**src/rtl/ftdi_pkg.sv**
```systemverilog
// Shared types and constants for the FT245 synchronous-FIFO transmit path.
package ftdi_pkg;

  localparam int unsigned CountWidth = 32;

  typedef enum logic [1:0] {
    StIdle,
    StActive,
    StWait,
    StFlush
  } tx_state_e;

endpackage

```
**src/rtl/ftdi_245_tx.sv**
```systemverilog
// FT245 synchronous-FIFO write side: one-word holding register between an upstream
// FWFT FIFO and the chip, with an idle timer that issues a send-immediate pulse.
module ftdi_245_tx
  import ftdi_pkg::*;
#(
  parameter int unsigned DSIZE        = 8,
  parameter int unsigned SIWU_TIMEOUT = 16
) (
  input  logic                  clk,
  input  logic                  rst_n,
  input  logic                  enable,
  input  logic [DSIZE-1:0]      fifo_rdata,
  input  logic                  fifo_rempty,
  output logic                  fifo_rinc,
  input  logic                  ftdi_txe_n,
  output logic                  ftdi_wr_n,
  output logic [DSIZE-1:0]      ftdi_data,
  output logic                  ftdi_siwu_n,
  output logic [CountWidth-1:0] tx_count,
  output logic                  busy
);

  localparam logic [7:0] TimeoutCnt = 8'(SIWU_TIMEOUT);

  tx_state_e             r_state;
  tx_state_e             w_state_d;
  logic                  r_hold_valid;
  logic                  w_hold_valid_d;
  logic [DSIZE-1:0]      r_hold_data;
  logic [CountWidth-1:0] r_tx_count;
  logic [7:0]            r_idle_cnt;
  logic [7:0]            w_idle_cnt_d;
  logic [7:0]            w_idle_inc;
  logic                  r_siwu_n;
  logic                  w_siwu_n_d;
  logic [1:0]            r_startup_cnt;
  logic                  w_startup;
  logic                  w_accept;
  logic                  w_load;

  assign w_startup  = (r_startup_cnt != 2'd2);
  assign w_accept   = r_hold_valid & ~ftdi_txe_n;
  assign w_load     = enable & ~fifo_rempty & ~w_startup & (~r_hold_valid | w_accept);
  assign w_idle_inc = r_idle_cnt + 8'd1;

  // A load wins over an accept in the same cycle: the slot is refilled, not emptied.
  assign w_hold_valid_d = w_load ? 1'b1 : (w_accept ? 1'b0 : r_hold_valid);

  always_comb begin
    w_state_d    = r_state;
    w_idle_cnt_d = '0;
    case (r_state)
      StIdle:   if (w_accept) w_state_d = StActive;
      StActive: if (!w_hold_valid_d) w_state_d = StWait;
      StWait: begin
        if (w_load) begin
          w_state_d = StActive;
        end else begin
          w_idle_cnt_d = w_idle_inc;
          if (w_idle_inc == TimeoutCnt) w_state_d = StFlush;
        end
      end
      StFlush:  w_state_d = StIdle;
      default:  w_state_d = StIdle;
    endcase
    w_siwu_n_d = ~((w_state_d == StFlush) & ~w_hold_valid_d);
  end

  always_ff @(posedge clk or negedge rst_n) begin
    if (!rst_n) begin
      r_state       <= StIdle;
      r_hold_valid  <= 1'b0;
      r_hold_data   <= '0;
      r_tx_count    <= '0;
      r_idle_cnt    <= '0;
      r_siwu_n      <= 1'b1;
      r_startup_cnt <= '0;
    end else begin
      r_state      <= w_state_d;
      r_hold_valid <= w_hold_valid_d;
      r_idle_cnt   <= w_idle_cnt_d;
      r_siwu_n     <= w_siwu_n_d;
      if (w_load) r_hold_data <= fifo_rdata;
      if (w_accept) r_tx_count <= r_tx_count + 1'b1;
      if (w_startup) r_startup_cnt <= r_startup_cnt + 2'd1;
    end
  end

  assign fifo_rinc   = w_load;
  assign ftdi_wr_n   = ~r_hold_valid;
  assign ftdi_data   = r_hold_data;
  assign ftdi_siwu_n = r_siwu_n;
  assign tx_count    = r_tx_count;
  assign busy        = r_hold_valid | (r_state != StIdle);

endmodule
```
**config.mk**
```make
export PLATFORM = sky130hd
export DESIGN_NAME = ftdi_245_tx
export DESIGN_NICKNAME = d
export VERILOG_FILES = /design/src/rtl/ftdi_pkg.sv /design/src/rtl/ftdi_245_tx.sv
export SDC_FILE = /design/constraint.sdc
export NUM_CORES = 1
export LEC_CHECK = 0
export CORE_ASPECT_RATIO = 0.9
export CORE_MARGIN = 2
export CORE_UTILIZATION = 53
export CTS_CLUSTER_SIZE = 8
export DETAILED_ROUTE_END_ITERATION = 10
export PLACE_DENSITY = 0.84
export SLEW_MARGIN = 15
export SYNTH_ARGS = -nofsm -noshare
export SYNTH_HDL_FRONTEND = slang
export SYNTH_SLANG_ARGS = --single-unit
```
**constraint.sdc**
```tcl
create_clock -name clk -period 3.55 [get_ports clk]
set_input_delay 0.71 -clock clk [delete_from_list [all_inputs] [get_ports clk]]
set_output_delay 0.71 -clock clk [all_outputs]
set_load 0.01 [all_outputs]
```
==> results of run 1 <==
critical path: stages:
cell	delay, ns
clkdlybuf4s50_1	0.39
nand3b_1	0.20
nand2b_1	0.20
inv_1	0.06
clkdlybuf4s50_1	0.52
metrics by stage:
stage / utilization [%] / total power [W] / hold slack [ns] / area (um2)
global placement: 69.4 / 0.00101 / 0.452 / 3070
global route: 71.8 / 0.00148 / 0.490 / 3180
finish: 71.8 / 0.00140 / 0.476 / 3180
detailed placement: 69.4 / 0.00102 / 0.464 / 3070
CTS: 71.8 / 0.00142 / 0.477 / 3180
floorplan: - / 0.000861 / 0.414 / 2440
registers in the layout, indices dropped and copies added (netlist names):
register,flops
r_idle_cnt,8
ftdi_data,8
ftdi_siwu_n,1
r_startup_cnt,2
tx_count,32
r_hold_valid,1
r_state,2
cell usage in the layout (no fill, tap or decap), types with 5 or more instances in the layout:
cell / synthesis / layout
clkdlybuf4s50_1: 0 / 55
dfrtp_1: 53 / 53
nor2_1: 13 / 13
xnor2_1: 30 / 30
inv_1: 7 / 7
nand2_1: 13 / 13
xor2_1: 7 / 7
clkbuf_8: 0 / 5
nand4_1: 13 / 13
nand3_1: 15 / 15
mux2_2: 9 / 9
and3_1: 5 / 5
power groups by stage:
stage               registers [W]  clock network, W  logic [W]
floorplan                0.000765                 0  0.0000967
global placement         0.000750                 0   0.000262
detailed placement       0.000755                 0   0.000268
CTS                      0.000742          0.000409   0.000268
global route             0.000753          0.000434   0.000293
finish                   0.000742          0.000395   0.000264
cells by family (layout without fill, tap and decap cells):
| family | after synthesis | in the layout | synth area share [%] |
|---|---|---|---|
| muxes | 9 | 9 | 4.16 |
| AOI/OAI and AO/OA | 10 | 10 | 2.88 |
| and+or+nand+nor | 84 | 84 | 20.5 |
| xor gates and xnor gates | 37 | 37 | 13.3 |
| adders and majority gates | 3 | 3 | 1.54 |
| DFF | 54 | 54 | 55.5 |
| buffers and inverters | 11 | 75 | 2.11 |
per-layer routing:
| layer | GRT usage, % | vias up |
|---|---|---|
| met5 | 0 | - |
| met4 | 6.58 | 0 |
| met3 | 3.39 | 7 |
| met2 | 30.4 | 46 |
| met1 | 27.6 | 867 |
| li1 | - | 852 |
path summary, 6_finish.rpt:
path | startpoint | endpoint | slack, ns | depth (start not counted)
worst max-delay path | fifo_rempty | fifo_rinc | 0.76 | 5
worst min-delay path | rst_n | tx_count[11] | 0.48 | 1
worst max register to register | r_startup_cnt[0] | ftdi_siwu_n | 1.71 | 7
worst min register to register | r_startup_cnt[0] | r_startup_cnt[0] | 0.48 | 1
max in group asynchronous | rst_n | tx_count[20] | 2.34 | 2
min in group clk | r_startup_cnt[0] | r_startup_cnt[0] | 0.48 | 1
layout make-up:
class                           count  area share [%]
Clock inverter                      3            1.26
Tap cell                           62            2.44
Inverter                            7           0.825
Sequential cell                    54            42.5
Timing Repair Buffer               60            18.4
Clock buffer                        5            2.16
Multi-Input combinational cell    143            32.4
==> results.md, run 1 <==
* Worst-Margin Slew at 0.762 ns
* # diodes at 0
* Area grow syn2layout at 30.7%
* Yosys cell types at 38
* Met2 routed WL at 2070 um
* Initial core utilization at 55.0%
* CTS Buf Count at 5
* Sw Ratio at 25.9%
* Met3 routed wirelength at 192 um
* Crit path required time at 2.84 ns
* Die Area at 5160 um2
* Port-buffer cells at 56
* Setup violators final at 0
* Crit path launch type: primary input
* Fin worst setup slack at 0.758 ns
* Syn Area/Cell at 11.7 um2
* CP Capture Type: primary output
* GRT Overall Usage at 19.5%
* Syn Inst Count at 208
* Synth Flop Type: dfrtp_1
* Htree depth at 2
* Final weighted congestion in routability-driven placement at 0.803
* HPWL after DPL at 3280 um
* Leak pwr at 1.36 nW
* FFs w/ async S/R, synth at 100%
* Post-synthesis sequential area ratio at 55.5%
* Total Wirelength at 4530 um
* Final setup TNS at 0 ns
* Post-synth EDFFs at 0
* GRT Residual Overflow at 0
* Initial antenna violation count at 0
* Flip-flop and latch area at 1350 um2
* Final period utilization at 78.6%
* Status: complete, no violations
* Register bit count reported by yosys at 54
* Initial DRT Pass Iterations at 5
* Residual DRC count at 0
* Clock Tree Root: clkbuf_8
* Vias at 1772
* Min-Delay Path Class: primary input to async pin
* Synth top area cells: dfrtp_1 54%, xnor2_1 11%, mux2_2 4.2%, nand4_1 3.3%, nand3_1 3.1%
* # rows at 23
* Synthesized area at 2440 um2
* Max IR drop VDD at 0.301 mV
* Hold Buf Count CTS at 0
* Part of the power in registers at 52.9%
* FILL cells at 354
* Crit path kind: primary input to primary output
* Deepest clock path buffer count at 2
* Critical Path AT at 2.08 ns
* Syn_nets at 224
* Worst-path clk slew at 0.09 ns
* Power Dens Cells at 440 nW/um2
* Clk sinks at 54
* Clock insertion delay at the later pin of the skew report at 0.30 ns
* IO Count at 57
* Synthesis Warnings at 0
* Post-layout min period at 2.79 ns
* RSZ-0062 raised after global routing: no
* Pin count of the biggest net entering global routing at 37
* Max-Cap Viols at 0
* Placed insts at 326
* Wire length per cell at 13.6 um
* # resized after CTS at 0
* DRT antenna net count at 0
* Crit-path max FO at 4
* Most frequent cell after synthesis: dfrtp_1
* Area occupied by multi-input gates at 1030 um2
* DIE WIDTH at 75.5 um
* Initial DRC Count at 112
* Combinational power share at 18.8%
* Synth top area share at 54.4%
* Global-route wire length before repair at 7650 um
* Die Ht at 68.3 um
* Maximum clock rate at 358 MHz
* Fraction of layout cells with a size suffix above 1 at 11.0%
* Setup bufs post-CTS at 0
* CORE AREA at 4430 um2
* Number of global-route vias before repair at 1691
* Final Net Count at 287
* Final Max Slew Viols at 0
* CTS tree: built
* Via-to-Cell Ratio at 5.31
* Synth area leader: dfrtp_1
* Wl on met1 at 2210 um
* Worst Skew at 0.00803 ns
* DR top layer: met4
* Worst slew margin at 49.2%
* Non-filler cells, final at 334
* Final hold viol count at 0
* Synth top cells by count: 53 x dfrtp_1, 30 x xnor2_1, 15 x nand3_1
* Setup WS pre-CTS at 0.754 ns
* Clk pwr share at 28.2%
* Switching pwr at 0.000363 W
* P_int at 0.00104 W
No activity file was read; power rests on OpenSTA's default activity.
==> inputs of run 2 (changes only) <==
- CORE_UTILIZATION: 53 -> 49
- PLACE_DENSITY: 0.84 -> 0.79
- clock period: 3.55 -> 2.84 ns (I/O delays scaled with it)
==> run 2 against run 1 <==
- worst setup slack got worse by 0.42 ns
- critical path depth unchanged
- via count shrank 2.4%
- non-clock buffer count is the same
- hold slack got worse by 0.21 ns
- combinational power up 26%
- first-iteration DRC count fell by 33%
- die area rose by 7.7%
- clock power up 23%
- critical path type unchanged
- critical endpoint unchanged
==> results.md, run 2 (synthesized netlist as in run 1, its figures left out) <==
* CTS tree: built
* Non-filler cells, final at 337
* Most frequent cells in the layout: 55 x clkdlybuf4s50_1, 53 x dfrtp_1, 30 x xnor2_1
* Fraction of layout cells with a size suffix above 1 at 10.3%
* GRT Overall Usage at 16.9%
* Setup violators final at 0
* Pin count of the biggest net entering global routing at 30
* Worst r2r path cells at 7
* Die Ht at 70.9 um
* Crit path launch type: primary input
* Initial antenna violation count at 0
* Leak pwr at 1.35 nW
* Final period utilization at 88.1%
* CTS Buf Count at 5
* Max-Cap Viols at 0
* DRT antenna net count at 0
* Crit-path max FO at 4
* Final hold viol count at 0
* Setup bufs post-CTS at 0
* Placed insts at 329
* Maximum clock rate at 400 MHz
* Final Max Slew Viols at 0
* Final setup TNS at 0 ns
* # diodes at 0
* Die Area at 5550 um2
* R2r setup slk at 1.03 ns
* Power Dens Cells at 545 nW/um2
* Worst-path clk slew at 0.09 ns
* Clock Tree Root: clkbuf_8
* # rows at 24
* Final weighted congestion in routability-driven placement at 0.777
* Status: complete, no violations
* Final instance area at 3200 um2
* CP Capture Type: primary output
* Overall power at 0.00174 W
* Initial DRC Count at 75
* Worst slew margin at 61.7%
* Initial DRT Pass Iterations at 4
* Critical Path AT at 1.93 ns
* Port-buffer cells at 56
* CORE AREA at 4800 um2
* Residual DRC count at 0
* Vias at 1729
* Total Wirelength at 4370 um
* Min-Delay Path Class: primary input to async pin
* HPWL after DPL at 3290 um
* Area grow syn2layout at 31.2%
* Final Net Count at 287
* RSZ-0062 raised after global routing: no
* Commonest non-fill, non-tap cell in the layout: clkdlybuf4s50_1
* DIE WIDTH at 78.3 um
* Worst Skew at 0.00661 ns
* Worst r2r dst: ftdi_siwu_n
* Max IR drop VDD at 0.326 mV
* Crit path required time at 2.27 ns
* Global-route wire length before repair at 7530 um
* Initial core utilization at 50.7%
* IO Count at 57
* Wire length per cell at 13.0 um
* Htree depth at 2
* Deepest clock path buffer count at 2
* # resized after CTS at 0
* Dpl cell area at 3090 um2
* Max reg flops at 32
* Clk sinks at 54
* Crit path kind: primary input to primary output
* Post-layout min period at 2.50 ns
* Hold Buf Count CTS at 0
* Clock insertion delay at the later pin of the skew report at 0.29 ns
* GRT Residual Overflow at 0
* Via-to-Cell Ratio at 5.13
* Worst-Margin Slew at 0.574 ns
* Number of global-route vias before repair at 1653
* Reg-to-reg critical path startpoint: r_startup_cnt[0]
-- run 2: cell types whose count changed in the layout (fill, tap and decap cells not counted) --
cell      before  now
clkbuf_1       0    2
clkinv_2       2    0
buf_12         0    1
buf_4          4    3
-- run 2: worst max-delay path by stage --
stage	start	to	cells after the start
CTS	fifo_rempty	fifo_rinc	5
finish	fifo_rempty	fifo_rinc	5
global placement	fifo_rempty	fifo_rinc	5
global route	r_startup_cnt[0]	fifo_rinc	6
floorplan	fifo_rempty	fifo_rinc	4
detailed placement	fifo_rempty	fifo_rinc	5
-- run 2: power breakdown --
part | total [W] | internal [W] | switching, W
combinational | 0.000333 | 0.000195 | 0.000138
sequential | 0.000924 | 0.000845 | 0.0000795
clock | 0.000486 | 0.000264 | 0.000222
total | 0.00174 | 0.00130 | 0.000440
-- run 2: metrics by stage --
step | setup WS, ns | hold slack (ns) | utilization, %
5_1_grt | 0.232 | 0.292 | 66.5
2_1_floorplan | 1.10 | 0.272 | -
6_report | 0.338 | 0.263 | 66.5
4_1_cts | 0.340 | 0.278 | 66.5
3_5_place_dp | 0.344 | 0.458 | 64.3
3_3_place_gp | 0.361 | 0.453 | 64.3
-- run 2: worst max-delay path: stages --
cell             delay (ns)
clkdlybuf4s50_1        0.39
nand3b_1               0.20
nand2b_1               0.20
inv_1                  0.06
clkdlybuf4s50_1        0.52
-- run 2: routing by layer --
metal / share of wire [%] / vias up / global-route usage (%) / wire (um)
li1: - / 855 / - / -
met1: 50 / 831 / 24.1 / 2190
met2: 45 / 41 / 26.2 / 1980
met3: 4.0 / 2 / 4.34 / 177
met4: 0.57 / 0 / 4.48 / 25
met5: 0 / - / 0 / 0
-- run 2: final cells by class --
type	count	area (um2)
tap	65	81.3
timing repair buffer	60	598
sequential	54	1350
fill	388	1610
multi-input combinational	143	1030
clock buffer	7	76.3
clock inverter	1	30.0
inverter	7	26.3
==> inputs of run 3 (changes only) <==
==> constraint.sdc (replaced) <==
create_clock -name clk -period 2.84 [get_ports clk]
set_input_delay 0.426 -clock clk [delete_from_list [all_inputs] [get_ports clk]]
set_output_delay 0.426 -clock clk [all_outputs]
set_load 0.01 [all_outputs]
==> run 3 against run 2 <==
- clock power up 1%
- largest power group unchanged
- total power up 0.52%
- register-to-register slack better by 0.03 ns
- via count up 2.5%
- critical endpoint unchanged
- sequential power up 0.4%
==> results.md, run 3 (synthesized netlist as in run 1, its figures left out) <==
* Status: complete, no violations
* Part of the power in registers at 52.9%
* Maximum clock rate at 430 MHz
* HPWL after DPL at 3300 um
* Setup violators final at 0
* Clock Tree Root: clkbuf_8
* DIE WIDTH at 78.3 um
* CP peak stage delay at 0.52 ns
* Wire length per cell at 13.3 um
* DRT antenna net count at 0
* Initial DRC Count at 105
* M3 GR Usage at 5.36%
* Combinational power share at 18.9%
* CORE AREA at 4800 um2
* Residual DRC count at 0
* Max-Cap Viols at 0
* Critical Path AT at 1.90 ns
* Crit path launch type: register
* Fraction of layout cells with a size suffix above 1 at 10.6%
* CTS tree: built
* Final hold viol count at 0
* Final weighted congestion in routability-driven placement at 0.785
* Leak pwr at 1.36 nW
* Final setup TNS at 0 ns
* Via-to-Cell Ratio at 5.23
* Pin count of the biggest net entering global routing at 25
* Worst-Margin Slew at 0.486 ns
* Slowest-stage cell, CP: clkdlybuf4s50_1
* Number of global-route vias before repair at 1778
* Layer with the highest usage: met2
* Sw Ratio at 25.6%
* Worst-path clk slew at 0.08 ns
* Area grow syn2layout at 31.4%
* GRT Overall Usage at 18.5%
* Worst slew margin at 67.4%
* Switching pwr at 0.000449 W
* Initial DRT Pass Iterations at 4
* Most frequent cells in the layout: 55 x clkdlybuf4s50_1, 53 x dfrtp_1, 30 x xnor2_1
* P_int at 0.00130 W
* # diodes at 0
* Met1 GRT Util at 26.6%
* Initial antenna violation count at 0
* Non-filler cells, final at 339
* Max reg flops at 32
* Post-layout min period at 2.33 ns
* Port-buffer cells at 56
* Max IR drop VDD at 0.375 mV
* Clock insertion delay at the later pin of the skew report at 0.30 ns
* # rows at 24
* Global-route wire length before repair at 8180 um
* FILL cells at 396
* Placed insts at 330
* Crit-path max FO at 4
* Overall power at 0.00175 W
* Crit path kind: register to primary output
* Die Area at 5550 um2
* Vias at 1772
* CTS Buf Count at 5
* GRT Residual Overflow at 0
* Final instance area at 3200 um2
* Power Dens Cells at 547 nW/um2
* IO Count at 57
* Crit path required time at 2.41 ns
* Commonest non-fill, non-tap cell in the layout: clkdlybuf4s50_1
* RSZ-0062 raised after global routing: no
* Deepest clock path buffer count at 2
* Worst Skew at 0.00638 ns
* CP Capture Type: primary output
* Final period utilization at 82.0%
* Htree depth at 2
* Initial core utilization at 50.7%
* Critical path's top delay family: buffers and inverters
* Setup bufs post-CTS at 0
* Final Max Slew Viols at 0
* Most common cell on crit path: inv_1
* Total Wirelength at 4520 um
* Min-Delay Path Class: register to register
* Met2 Use GR at 27.4%
* Clk sinks at 54
* Crit path cell chain: inv_1 > ha_1 > nand3b_1 > nand2b_1 > inv_1 > clkdlybuf4s50_1
* Final Net Count at 289
* Buffers & Inverters on Critical Path at 3
* Dpl cell area at 3090 um2
* Clk pwr share at 28.1%
* Die Ht at 70.9 um
## run 3: changes by cell type in the layout (fill, tap and decap cells not counted), sizes merged
cell and change:
buf +1, dlygate4sd3 +1
## run 3: worst paths after layout
path                                       start               end  slack (ns)  depth (start not counted)
max in group asynchronous                  rst_n       ftdi_siwu_n        1.78                          3
worst min register to register  r_startup_cnt[0]  r_startup_cnt[0]        0.47                          1
worst min-delay path            r_startup_cnt[0]  r_startup_cnt[0]        0.47                          1
worst max register to register  r_startup_cnt[0]       ftdi_siwu_n        1.06                          7
min in group asynchronous                  rst_n      ftdi_data[4]        0.48                          2
worst max-delay path            r_startup_cnt[0]         fifo_rinc        0.51                          6
## run 3: worst register-to-register path, delay by kind of cell, from the launching register on
family / cells / cell delay (ns)
adders and majority gates: 1 / 0.24
DFF: 1 / 0.37
and+or+nand+nor: 4 / 0.87
buffers and inverters: 2 / 0.24
## run 3: repair_timing
| item | in CTS | in global routing |
|---|---|---|
| hold buffers | 1 | 0 |
| hold endpoints to repair | 6 | 0 |
| gates resized for setup | 0 | 0 |
## run 3: layout make-up
type	count	area [um2]	share of cell area [%]
Clock inverter	1	30.0	0.938
Sequential cell	54	1350	42.2
Timing Repair Buffer	62	603	18.8
Tap cell	65	81.3	2.54
Multi-Input combinational cell	143	1030	32.2
Inverter	7	26.3	0.821
Clock buffer	7	76.3	2.38
## run 3: metrics by stage
stage | setup slack [ns] | util, % | hold WS (ns)
CTS | 0.499 | 66.6 | 0.470
finish | 0.512 | 66.6 | 0.474
floorplan | 1.24 | - | 0.130
global route | 0.369 | 66.6 | 0.486
global placement | 0.645 | 64.2 | 0.273
detailed placement | 0.615 | 64.2 | 0.274
## run 3: metal layers
metal  up-vias  routed length (um)
li1        859                   -
met1       854                2180
met2        52                2020
met3         7                 253
met4         0                  53
met5         -                   0
## run 3: power groups by stage
stage	clock, W	sequential, W	combinational, W
floorplan	0	0.000956	0.000121
global placement	0	0.000939	0.000330
detailed placement	0	0.000944	0.000336
CTS	0.000514	0.000929	0.000338
global route	0.000547	0.000940	0.000370
finish	0.000493	0.000928	0.000332
